### config.mk
export PLATFORM = sky130hd
export DESIGN_NAME = uart_block_tx_sequencer
export DESIGN_NICKNAME = d
export VERILOG_FILES = /design/src/rtl/uart_block_tx_sequencer.sv
export SDC_FILE = /design/constraint.sdc
export NUM_CORES = 1
export LEC_CHECK = 0
export BUFFER_PORTS_ARGS = -buffer_cell sky130_fd_sc_hd__buf_2
export CORE_MARGIN = 2
export CORE_UTILIZATION = 61
export DETAILED_ROUTE_END_ITERATION = 16
export HOLD_SLACK_MARGIN = 0.03
export PLACE_DENSITY = 0.85
export SYNTH_ARGS = -nofsm -noshare
export SYNTH_HDL_FRONTEND = slang
export SYNTH_SLANG_ARGS = --single-unit
### constraint.sdc
create_clock -name clk -period 7.5 [get_ports clk]
set_clock_uncertainty 0.15 [all_clocks]
set_input_delay 0.375 -clock clk [delete_from_list [all_inputs] [get_ports clk]]
set_output_delay 0.375 -clock clk [all_outputs]
set_load 0.02 [all_outputs]
### src/rtl/uart_block_tx_sequencer.sv
// Streams a wide data block into a byte-wide UART transmitter, MSB byte first,
// timing each byte slot locally because the transmitter exposes no busy flag.
module uart_block_tx_sequencer #(
    parameter int NUM_BYTES    = 16,
    parameter int CLKS_PER_BIT = 866,
    parameter int HOLD_BITS    = 2,
    parameter int FRAME_BITS   = 13,
    localparam int IW          = (NUM_BYTES > 1) ? $clog2(NUM_BYTES) : 1
) (
    input  logic                   clk,
    input  logic                   reset,
    input  logic                   blk_valid,
    input  logic [8*NUM_BYTES-1:0] blk_data,
    output logic                   blk_ready,
    output logic                   tx_transmit,
    output logic [7:0]             tx_data,
    output logic                   busy,
    output logic [IW-1:0]          byte_idx,
    output logic                   done
);

    localparam int SLOT_CYCLES = FRAME_BITS * CLKS_PER_BIT;
    localparam int HOLD_CYCLES = HOLD_BITS * CLKS_PER_BIT;
    localparam int CW          = $clog2(SLOT_CYCLES);
    localparam int BW          = 8 * NUM_BYTES;

    localparam logic [CW-1:0] SLOT_LAST = CW'(SLOT_CYCLES - 1);
    localparam logic [CW-1:0] HOLD_LAST = CW'(HOLD_CYCLES - 1);
    localparam logic [IW-1:0] IDX_LAST  = IW'(NUM_BYTES - 1);

    typedef enum logic [1:0] {
        IDLE = 2'd0,
        HOLD = 2'd1,
        WAIT = 2'd2
    } state_t;

    state_t          state, state_n;
    logic [CW-1:0]   cnt, cnt_n;
    logic [BW-1:0]   blk_reg, blk_reg_n;
    logic [BW-1:0]   blk_shift;
    logic            tx_transmit_n;
    logic [7:0]      tx_data_n;
    logic            busy_n;
    logic [IW-1:0]   byte_idx_n;
    logic            done_n;

    // The block register shifts left one byte per slot, so the byte on air is always the top byte.
    assign blk_shift = blk_reg << 8;
    assign blk_ready = (state == IDLE);

    always_comb begin
        state_n       = state;
        cnt_n         = cnt;
        blk_reg_n     = blk_reg;
        tx_transmit_n = tx_transmit;
        tx_data_n     = tx_data;
        busy_n        = busy;
        byte_idx_n    = byte_idx;
        done_n        = 1'b0;

        case (state)
            IDLE: begin
                if (blk_valid) begin
                    blk_reg_n     = blk_data;
                    byte_idx_n    = '0;
                    busy_n        = 1'b1;
                    cnt_n         = '0;
                    tx_data_n     = blk_data[BW-1 -: 8];
                    tx_transmit_n = 1'b1;
                    state_n       = HOLD;
                end
            end

            HOLD: begin
                cnt_n = cnt + CW'(1);
                if (cnt == HOLD_LAST) begin
                    tx_transmit_n = 1'b0;
                    state_n       = WAIT;
                end
            end

            WAIT: begin
                if (cnt == SLOT_LAST) begin
                    cnt_n = '0;
                    if (byte_idx < IDX_LAST) begin
                        byte_idx_n    = byte_idx + IW'(1);
                        blk_reg_n     = blk_shift;
                        tx_data_n     = blk_shift[BW-1 -: 8];
                        tx_transmit_n = 1'b1;
                        state_n       = HOLD;
                    end else begin
                        busy_n  = 1'b0;
                        done_n  = 1'b1;
                        state_n = IDLE;
                    end
                end else begin
                    cnt_n = cnt + CW'(1);
                end
            end

            default: begin
                state_n = IDLE;
            end
        endcase
    end

    always_ff @(posedge clk or negedge reset) begin
        if (!reset) begin
            state       <= IDLE;
            cnt         <= '0;
            blk_reg     <= '0;
            tx_transmit <= 1'b0;
            tx_data     <= 8'h00;
            busy        <= 1'b0;
            byte_idx    <= '0;
            done        <= 1'b0;
        end else begin
            state       <= state_n;
            cnt         <= cnt_n;
            blk_reg     <= blk_reg_n;
            tx_transmit <= tx_transmit_n;
            tx_data     <= tx_data_n;
            busy        <= busy_n;
            byte_idx    <= byte_idx_n;
            done        <= done_n;
        end
    end

endmodule

==> results.yml, run 1 <==
min_path:
  hp-class: "input port to flip-flop"
  min_from: "blk_data[111]"
  min_path_cells: 3
  whs_endpoint: "blk_reg[111]$_DFFE_PN0P_"
power_and_ir_drop:
  power_density_nw_per_um2: 203.2
  ir_drop_uv: 154.3
  leakage_nw: 4.623
logic_synthesis:
  synth.yosys.seq_area_share_pct: 47.39
  synth_seq_cells: 151
  yosys_warnings: 0
  netlist-cell-type-count: 44
  syn_area_per_cell_um2: 14.47
  synth_area_um2: 7973
  syn_inst: 551
  synth_nets: 689
clock_network:
  cts.path.max_buffers: 2
  htree_levels: 4
  numCtsBuffers: 17
  cts-resized-gates: 0
  cts_hold_buf: 9
  cts-root-buf: "clkbuf_16"
  path_clk_slew_ns: 0.06
  post_cts_buffers: 0
  clock-sinks: 151
  clk_latency_ns: 0.42
  cts_tree: "built"
job:
  maxCapViolations: 0
sta:
  period_share_pct: 50.15
  tns_ns: 0
  final-setup-viol-count: 0
  hold_violations: 0
  final.setup.worst_slack_ns: 3.738
  rsz0062_at_grt: "no"
  slew_violations: 0
  max_slew_margin_pct: 19.29
  fmax_mhz: 265.8
  whs_ns: 0.1556
  tightestPinTransition_ns: 1.211
  fin_crit_ns: 3.762
worst_setup_path:
  critPathRequiredTime_ns: 7.66
  cp_cell_sequence: "inv_1 -> ha_4 -> nand4_1 -> o21ai_0 -> or3_4 -> buf_4 -> mux2_2"
  worstPathArrival_ns: 3.92
  worstReg2RegEnd: "blk_reg[89]$_DFFE_PN0P_"
  crit_buf_inv: 2
  r2r_slack_ns: 3.74
  critPathMaxStageDelay_ns: 0.80
  start_kind: "flip-flop"
  ff2ff_path_depth: 7
  crit_family: "simple AND/OR/NAND/NOR gates"
  r2r-start: "state[0]$_DFFE_PN0P_"
  critPathSlowestCell: "or3_4"
  worstSetupPathType: "flip-flop to flip-flop"
  crit_path_end_kind: "flip-flop"
  critPathMaxFanout: 54
floorplan:
  start_util_pct: 62.92
  die_h_um: 118.3
  die_x_um: 118.3
  design.core.area_um2: 12670
  die_area_um2: 14000
  top_level_ports: 147
  rows: 41
route:
  vias_per_cell: 5.740
  vias: 5063
  wl_per_cell_um: 19.52
  postRouteAntennaNets: 0
  routed_wl_mm: 17.22
  drt-initial-drc-count: 276
  drtPass1Iterations: 5
  drc_errors: 0
placed_design:
  dp_slack_ns: 3.763
  gp_congestion: 0.8273
  port_buffers: 146
  dp_hpwl_mm: 11.50
global_route:
  grt_pass1_vias: 5534
  grt_first_pass_wirelength_mm: 28.30
  grt.overflow.total: 0
  grt_max_degree: 95
  track_usage_pct: 25.67
  antenna_found_initial: 2
finish:
  fill_cells: 819
  nNetsFinal: 833
  final_core_util_pct: 74.15
  layout_commonest_cell: "mux2_2"
  drive_above_1_share_pct: 60.45
  most-common-layout-cells: "mux2_2, dfrtp_1, buf_2"
  largest_register_ff_count: 120
  area_delta_synth_final_pct: 17.84
outcome:
  status: "finished, final reports clean"
-- cells by family (layout without fill, tap and decap cells) --
| family | count (synthesis) | after routing | synth area share [%] |
|---|---|---|---|
| xor+xnor | 1 | 1 | 0.1099 |
| mux | 244 | 244 | 38.73 |
| flops | 151 | 151 | 47.39 |
| compound gates | 41 | 41 | 3.814 |
| other cells | 0 | 2 | 0 |
| simple gates | 66 | 66 | 4.739 |
| buf+inv | 41 | 198 | 4.112 |
| fa+ha+maj | 7 | 7 | 1.099 |
-- tightest hold or removal path: cells and delay by family --
family,cells,cell delay [ns]
buffers and inverters,1,0.07
muxes,2,0.25
-- synth_stat cells --
| cell | number | area, um2 |
|---|---|---|
| nor2b_1 | 3 | 18.77 |
| buf_8 | 1 | 15.01 |
| a2bb2oi_1 | 1 | 8.760 |
| xnor2_1 | 1 | 8.760 |
| and4_1 | 1 | 8.760 |
| o22a_1 | 1 | 8.760 |
| or3_1 | 11 | 68.82 |
| clkbuf_1 | 17 | 63.81 |
| o31ai_1 | 2 | 15.01 |
| a311oi_2 | 1 | 15.01 |
| nor2_1 | 6 | 22.52 |
| or4b_1 | 2 | 20.02 |
| buf_2 | 4 | 20.02 |
| and3_1 | 2 | 12.51 |
| dfrtp_1 | 151 | 3779 |
| nor4_1 | 2 | 12.51 |
| nand4b_1 | 1 | 8.760 |
| buf_6 | 1 | 11.26 |
| ha_1 | 7 | 87.58 |
| a22o_1 | 8 | 70.07 |
| buf_12 | 9 | 180.2 |
| o41ai_1 | 1 | 8.760 |
| a41oi_1 | 1 | 8.760 |
| and4bb_2 | 1 | 12.51 |
| nand2b_1 | 3 | 18.77 |
| nand4_1 | 5 | 31.28 |
| a41oi_4 | 1 | 27.53 |
| mux2i_1 | 1 | 10.01 |
| and2_1 | 3 | 18.77 |
| mux2_4 | 91 | 1366 |
| a41o_1 | 1 | 10.01 |
| nand3_1 | 8 | 40.04 |
| o221ai_1 | 2 | 17.52 |
| or4_1 | 2 | 15.01 |
| nor3_1 | 3 | 15.01 |
| buf_4 | 1 | 7.510 |
| inv_1 | 7 | 26.28 |
| nand2_1 | 12 | 45.04 |
| buf_1 | 1 | 3.750 |
| a21oi_1 | 10 | 50.05 |
| mux2_2 | 152 | 1712 |
| and3b_1 | 1 | 8.760 |
| o2bb2ai_1 | 1 | 8.760 |
| o21ai_0 | 11 | 55.05 |
-- routing by layer --
layer | part of all wire, % | GRT usage [%] | wire [um] | vias up
li1 | - | - | - | 2300
met1 | 41 | 32.34 | 7090 | 2568
met2 | 51 | 42.88 | 8862 | 167
met3 | 5.5 | 6.178 | 942 | 28
met4 | 1.9 | 9.864 | 325 | 0
met5 | 0 | 0 | 0 | -
-- final cells by class --
cell class / instances / area (um2) / share of cell area, %
repair buffers: 159 / 857.1 / 9.122
clock buffers: 25 / 515.5 / 5.487
inverters: 7 / 26.28 / 0.2797
clock inverters: 7 / 113.9 / 1.212
multi-input cells: 359 / 3884 / 41.34
well taps: 172 / 215.2 / 2.291
diodes: 2 / 5.005 / 0.05327
flip-flops and latches: 151 / 3779 / 40.22
-- how the worst max path moves through the flow --
stage	slack, ns	from	cells after the start	end
2_1_floorplan	5.04	state[0]$_DFFE_PN0P_	8	cnt[13]$_DFFE_PN0P_
3_3_place_gp	3.90	state[0]$_DFFE_PN0P_	7	blk_reg[90]$_DFFE_PN0P_
3_5_place_dp	3.76	state[0]$_DFFE_PN0P_	7	blk_reg[89]$_DFFE_PN0P_
4_1_cts	3.77	state[0]$_DFFE_PN0P_	7	blk_reg[89]$_DFFE_PN0P_
5_1_grt	3.48	state[0]$_DFFE_PN0P_	7	blk_reg[89]$_DFFE_PN0P_
6_report	3.74	state[0]$_DFFE_PN0P_	7	blk_reg[89]$_DFFE_PN0P_
-- metrics by stage --
step           instances  total power (W)  area, um2
6_report             882         0.001909       9395
5_1_grt              882         0.001966       9395
4_1_cts              880         0.001919       9390
3_5_place_dp         839         0.001018       8671
3_3_place_gp         839         0.001010       8671
2_1_floorplan        551        0.0009463       7973
-- where the power goes --
group          leakage (nW)  switching (W)  internal, W
clock network         0.313       0.000325     0.000576
registers              1.80      0.0000201     0.000848
logic                  2.51      0.0000514    0.0000882
total                  4.62       0.000397      0.00151
Note: power is estimated with default switching activity, not from simulation.
==> run 2: changes to the inputs <==
--- a/config.mk
+++ b/config.mk
@@ -5,12 +5,13 @@
 export SDC_FILE = /design/constraint.sdc
 export NUM_CORES = 1
 export LEC_CHECK = 0
+export ABC_AREA = 1
 export BUFFER_PORTS_ARGS = -buffer_cell sky130_fd_sc_hd__buf_2
 export CORE_MARGIN = 2
-export CORE_UTILIZATION = 61
+export CORE_UTILIZATION = 56
 export DETAILED_ROUTE_END_ITERATION = 16
 export HOLD_SLACK_MARGIN = 0.03
-export PLACE_DENSITY = 0.85
+export PLACE_DENSITY = 0.79
 export SYNTH_ARGS = -nofsm -noshare
 export SYNTH_HDL_FRONTEND = slang
 export SYNTH_SLANG_ARGS = --single-unit
==> constraint.sdc (replaced) <==
create_clock -name clk -period 3.65 [get_ports clk]
set_clock_uncertainty 0.15 [all_clocks]
set_input_delay 0.1825 -clock clk [delete_from_list [all_inputs] [get_ports clk]]
set_output_delay 0.1825 -clock clk [all_outputs]
set_load 0.02 [all_outputs]
==> results.yml, run 2 <==
logic_synthesis:
  ys_top_cells_by_count: "nand2_1, dfrtp_1, mux2i_1"
  syn_inst: 760
  synth_ff_type: "dfrtp_1"
  netlist-cell-type-count: 27
  synth_seq_cells: 151
  async_flop_share_pct: 100.0
  synth_area_leaders: "dfrtp_1, mux2i_1, o21ai_2"
  yosys_warnings: 0
  synth-edff-count: 0
  synth_area_um2: 7829
  yosysMostFrequentCell: "nand2_1"
  synth_area_leader_cell: "dfrtp_1"
  synth_nets: 898
  syn_area_per_cell_um2: 10.30
  synth_top_area_share_pct: 48.27
  synth.yosys.seq_area_share_pct: 48.27
sta:
  period_share_pct: 72.67
  hold_violations: 0
  rsz0062_at_grt: "no"
  tightestPinTransition_ns: 0.8344
  final-setup-viol-count: 0
  fmax_mhz: 377.0
  slew_violations: 0
  fin_crit_ns: 2.653
  max_slew_margin_pct: 44.38
  tns_ns: 0
clock_network:
  htree_levels: 4
  cts_tree: "built"
  clock-sinks: 151
  post_cts_buffers: 0
  cts.path.max_buffers: 2
  numCtsBuffers: 17
  cts-root-buf: "clkbuf_16"
  path_clk_slew_ns: 0.06
  clk_latency_ns: 0.42
  cts-resized-gates: 0
placed_design:
  place_area_um2: 8521
  dp_hpwl_mm: 10.69
  port_buffers: 146
  gp_congestion: 0.9074
floorplan:
  die_h_um: 122.2
  die_x_um: 122.2
  die_area_um2: 14940
  top_level_ports: 147
  start_util_pct: 56.84
  rows: 43
  design.core.area_um2: 13770
worst_setup_path:
  worstPathArrival_ns: 2.80
  r2r_slack_ns: 1.0
  ff2ff_path_depth: 8
  worstReg2RegEnd: "blk_reg[70]$_DFFE_PN0P_"
  r2r-start: "state[0]$_DFFE_PN0P_"
  cp_cell_sequence: "inv_1 -> ha_4 -> nand2_1 -> o21ai_1 -> nand3_4 -> buf_12 -> nand2_1 -> o21ai_2"
  critPathMaxStageDelay_ns: 0.52
  critPathMaxFanout: 84
  critPathRequiredTime_ns: 3.80
  critPathSlowestCell: "ha_4"
  crit_path_end_kind: "flip-flop"
  crit_path_frequent_cell: "nand2_1"
  worstSetupPathType: "flip-flop to flip-flop"
  start_kind: "flip-flop"
finish:
  multi_input_area_um2: 3577
  layout_commonest_cell: "nand2_1"
  fill_cells: 919
  final_core_util_pct: 75.69
  drive_above_1_share_pct: 31.00
  largest_register_ff_count: 120
  most-common-layout-cells: "nand2_1, dfrtp_1, buf_2"
  fin_area_um2: 10430
  area_delta_synth_final_pct: 33.16
  register_area_um2: 3779
  nNetsFinal: 1156
route:
  routed_wl_mm: 19.58
  postRouteAntennaNets: 0
  vias: 6277
  vias_per_cell: 5.188
  wl_per_cell_um: 16.18
  drt-initial-drc-count: 383
  drtPass1Iterations: 5
  drc_errors: 0
min_path:
  whs_endpoint: "tx_transmit$_DFFE_PN0P_"
  min_path_cells: 6
  hp-class: "input port to flip-flop"
  min_from: "blk_valid"
global_route:
  grt_max_degree: 89
  grt_pass1_vias: 6566
  grtUsageMet1_pct: 30.86
  track_usage_pct: 27.01
  gr-max-usage-layer: "met2"
  antenna_found_initial: 1
  grt_use_met3_pct: 5.251
  grt_first_pass_wirelength_mm: 31.17
  grt.overflow.total: 0
  use_met2_pct: 48.85
power_and_ir_drop:
  finalPower_w: 0.008764
  leakage_nw: 4.806
  power_density_nw_per_um2: 840.7
  ir_drop_uv: 943.8
job:
  maxCapViolations: 0
outcome:
  status: "finished, final reports clean"
run 2: cells by family after synthesis:
group,after synthesis,synth area share (%)
muxes,120,15.34
adders and majority gates,7,1.119
and+or+nand+nor,261,14.06
buffers and inverters,72,6.201
DFF,151,48.27
xor gates and xnor gates,3,0.3357
AOI/OAI and AO/OA,146,14.67
run 2: cell type report:
cell class	instances	area share, %
clock inverter	9	1.440
inverter	28	1.008
multi-input combinational	537	34.31
tap	180	2.160
antenna	1	0.02400
clock buffer	21	4.417
sequential	151	36.25
timing repair buffer	283	20.39
run 2: worst max-delay path by stage:
stage	slack [ns]	depth (start not counted)	endpoint	start
after floorplan	1.72	8	cnt[11]$_DFFE_PN0P_	state[0]$_DFFE_PN0P_
after global placement	1.10	8	blk_reg[43]$_DFFE_PN0P_	state[0]$_DFFE_PN0P_
after detailed placement	1.06	8	blk_reg[46]$_DFFE_PN0P_	state[0]$_DFFE_PN0P_
after CTS	1.03	8	blk_reg[64]$_DFFE_PN0P_	state[0]$_DFFE_PN0P_
after global routing	0.79	8	blk_reg[70]$_DFFE_PN0P_	state[0]$_DFFE_PN0P_
final	1.0	8	blk_reg[70]$_DFFE_PN0P_	state[0]$_DFFE_PN0P_
run 2: metrics by stage:
stage / instances / hold WS, ns / setup slack (ns)
2_1_floorplan: 760 / -0.2631 / 1.722
3_3_place_gp: 1050 / 0.1285 / 1.096
3_5_place_dp: 1050 / 0.1320 / 1.062
4_1_cts: 1209 / 0.1066 / 1.031
5_1_grt: 1210 / 0.1465 / 0.7880
6_report: 1210 / 0.1150 / 0.9975
run 2: layer usage:
| metal | part of all wire (%) | wire length (um) |
|---|---|---|
| met5 | 0 | 0 |
| met4 | 2.6 | 515 |
| met3 | 3.7 | 731 |
| met2 | 53 | 10400 |
| met1 | 40 | 7924 |
run 2: report_power, final:
group	switching [W]	internal, W
registers	0.000445	0.00242
clock network	0.000669	0.00117
logic	0.00250	0.00156
run 2: worst max-delay path, delay by kind of cell (launching register included):
| kind | cells | cell delay [ns] |
|---|---|---|
| buffers and inverters | 2 | 0.49 |
| AO/OA/AOI/OAI | 2 | 0.23 |
| flip-flops | 1 | 0.41 |
| AND/OR/NAND/NOR | 3 | 0.66 |
| adder cells (fa/ha/maj) | 1 | 0.52 |
run 2: repair_timing:
action | in CTS | in global routing
setup endpoints to repair | 0 | 0
endpoints found under the hold margin | 208 | 0
hold buffers | 129 | 0
==> run 3: changes to the inputs <==
--- a/config.mk
+++ b/config.mk
@@ -5,13 +5,13 @@
 export SDC_FILE = /design/constraint.sdc
 export NUM_CORES = 1
 export LEC_CHECK = 0
-export ABC_AREA = 1
+export ABC_AREA = 0
 export BUFFER_PORTS_ARGS = -buffer_cell sky130_fd_sc_hd__buf_2
 export CORE_MARGIN = 2
-export CORE_UTILIZATION = 56
+export CORE_UTILIZATION = 51
 export DETAILED_ROUTE_END_ITERATION = 16
 export HOLD_SLACK_MARGIN = 0.03
-export PLACE_DENSITY = 0.79
+export PLACE_DENSITY = 0.76
 export SYNTH_ARGS = -nofsm -noshare
 export SYNTH_HDL_FRONTEND = slang
 export SYNTH_SLANG_ARGS = --single-unit
==> constraint.sdc (replaced) <==
create_clock -name clk -period 2.3 [get_ports clk]
set_clock_uncertainty 0.15 [all_clocks]
set_input_delay 0.115 -clock clk [delete_from_list [all_inputs] [get_ports clk]]
set_output_delay 0.115 -clock clk [all_outputs]
set_load 0.02 [all_outputs]
==> results.yml, run 3 (same netlist as run 1, synthesis figures left out) <==
outcome:
  status: "finished, final reports clean"
route:
  postRouteAntennaNets: 0
  drtPass1Iterations: 4
  drc_errors: 0
  vias: 5595
  vias_per_cell: 5.258
  drt-initial-drc-count: 290
  routed_wl_mm: 19.78
  wl_per_cell_um: 18.59
floorplan:
  die_h_um: 129.0
  top_level_ports: 147
  die_area_um2: 16650
  rows: 45
  design.core.area_um2: 15260
  start_util_pct: 52.25
  die_x_um: 129.0
global_route:
  grt_use_met3_pct: 6.069
  grt_first_pass_wirelength_mm: 32.02
  gr-max-usage-layer: "met2"
  track_usage_pct: 24.98
  grt.overflow.total: 0
  antenna_found_initial: 2
  grt_max_degree: 77
  use_met2_pct: 43.39
  grtUsageMet1_pct: 30.50
  grt_pass1_vias: 6164
worst_setup_path:
  critPathRequiredTime_ns: 2.45
  worstPathArrival_ns: 2.41
  crit_buf_inv: 1
  worstSetupStartpoint: "cnt[10]$_DFFE_PN0P_"
  critPathMaxFanout: 27
  critPathMaxStageDelay_ns: 0.49
  r2r-start: "cnt[10]$_DFFE_PN0P_"
  worstSetupPathType: "flip-flop to flip-flop"
  critPathSlowestCell: "or3_4"
  cp_cell_sequence: "and4bb_2 -> a41oi_4 -> or3_4 -> buf_12 -> mux2_4"
  crit_family: "simple AND/OR/NAND/NOR gates"
  crit_path_end_kind: "flip-flop"
  start_kind: "flip-flop"
finish:
  area_delta_synth_final_pct: 37.38
  drive_above_1_share_pct: 54.29
  largest_register_ff_count: 120
  most-common-layout-cells: "mux2_2, dfrtp_1, buf_2"
  fill_cells: 960
  final_cell_count_no_fill: 1064
  layout_commonest_cell: "mux2_2"
  nNetsFinal: 976
placed_design:
  port_buffers: 146
  placed_cells: 900
  dp_slack_ns: -0.02015
  gp_congestion: 0.8917
  dp_hpwl_mm: 11.60
sta:
  max_slew_margin_pct: 66.80
  fmax_mhz: 442.4
  hold_violations: 0
  final-setup-viol-count: 0
  slew_violations: 0
  rsz0062_at_grt: "yes"
  tightestPinTransition_ns: 0.4980
  tns_ns: 0
  final.setup.worst_slack_ns: 0.03935
  period_share_pct: 98.29
  fin_crit_ns: 2.261
job:
  maxCapViolations: 0
power_and_ir_drop:
  leakage_nw: 5.273
  power_density_nw_per_um2: 589.9
  ir_drop_uv: 543.7
clock_network:
  cts.path.max_buffers: 2
  cts-root-buf: "clkbuf_16"
  cts_tree: "built"
  numCtsBuffers: 17
  path_clk_slew_ns: 0.06
  clk_latency_ns: 0.42
  htree_levels: 4
  clock-sinks: 151
min_path:
  hp-class: "input port to async pin"
[run 3: layout make-up]
type | instances | area [um2] | share of cell area (%)
inverter | 7 | 26.28 | 0.2399
multi-input combinational | 359 | 3919 | 35.78
timing repair buffer | 302 | 2318 | 21.17
tap | 211 | 264.0 | 2.410
clock inverter | 11 | 170.2 | 1.554
clock buffer | 21 | 470.5 | 4.295
sequential | 151 | 3780 | 34.51
antenna | 2 | 5.005 | 0.04569
[run 3: where the power goes]
| group | switching, W | leakage [nW] | internal (W) |
|---|---|---|---|
| Combinational | 0.000206 | 3.17 | 0.000426 |
| Sequential | 0.0000661 | 1.80 | 0.00277 |
| Clock | 0.00109 | 0.306 | 0.00190 |
| Total | 0.00137 | 5.27 | 0.00510 |
[run 3: worst reg2reg max path: stages, from the launching register on]
cell,delay (ns)
dfrtp_2,0.44
and4bb_2,0.36
a41oi_4,0.12
or3_4,0.49
buf_12,0.23
mux2_4,0.35
[run 3: path summary, 6_finish.rpt]
| path | end | slack [ns] | cells past startpoint |
|---|---|---|---|
| worst max-delay path | blk_reg[43]$_DFFE_PN0P_ | 0.04 | 5 |
| worst min-delay path | blk_reg[22]$_DFFE_PN0P_ | 0.03 | 2 |
| worst max register to register | blk_reg[43]$_DFFE_PN0P_ | 0.04 | 5 |
| worst min register to register | busy$_DFFE_PN0P_ | 0.34 | 1 |
| max in group asynchronous | blk_reg[103]$_DFFE_PN0P_ | 1.29 | 3 |
| min in group clk | state[1]$_DFFE_PN0P_ | 0.11 | 4 |
[run 3: through the flow]
step           utilization, %  hold slack (ns)  area [um2]  total power, W
3_3_place_gp            58.88          -0.1167        8985        0.003300
3_5_place_dp            58.88          -0.1082        8985        0.003318
5_1_grt                 71.78          0.04921       10950        0.006699
6_report                71.78          0.02817       10950        0.006462
4_1_cts                 71.57          0.03488       10920        0.006502
2_1_floorplan               -          -0.3306        8018        0.003086
[run 3: what timing repair did]
item	in CTS	in global routing
setup buffers	0	1
pin swaps	0	4
setup endpoints to repair	1	92
gates cloned	0	0
hold endpoints to repair	279	0
resized for setup	1	7
hold buffers	129	0
[run 3: routing by layer]
metal | share of wire (%) | wire length, um
met1 | 42 | 8305
met2 | 51 | 10130
met3 | 4.5 | 892
met4 | 2.3 | 453
met5 | 0 | 0
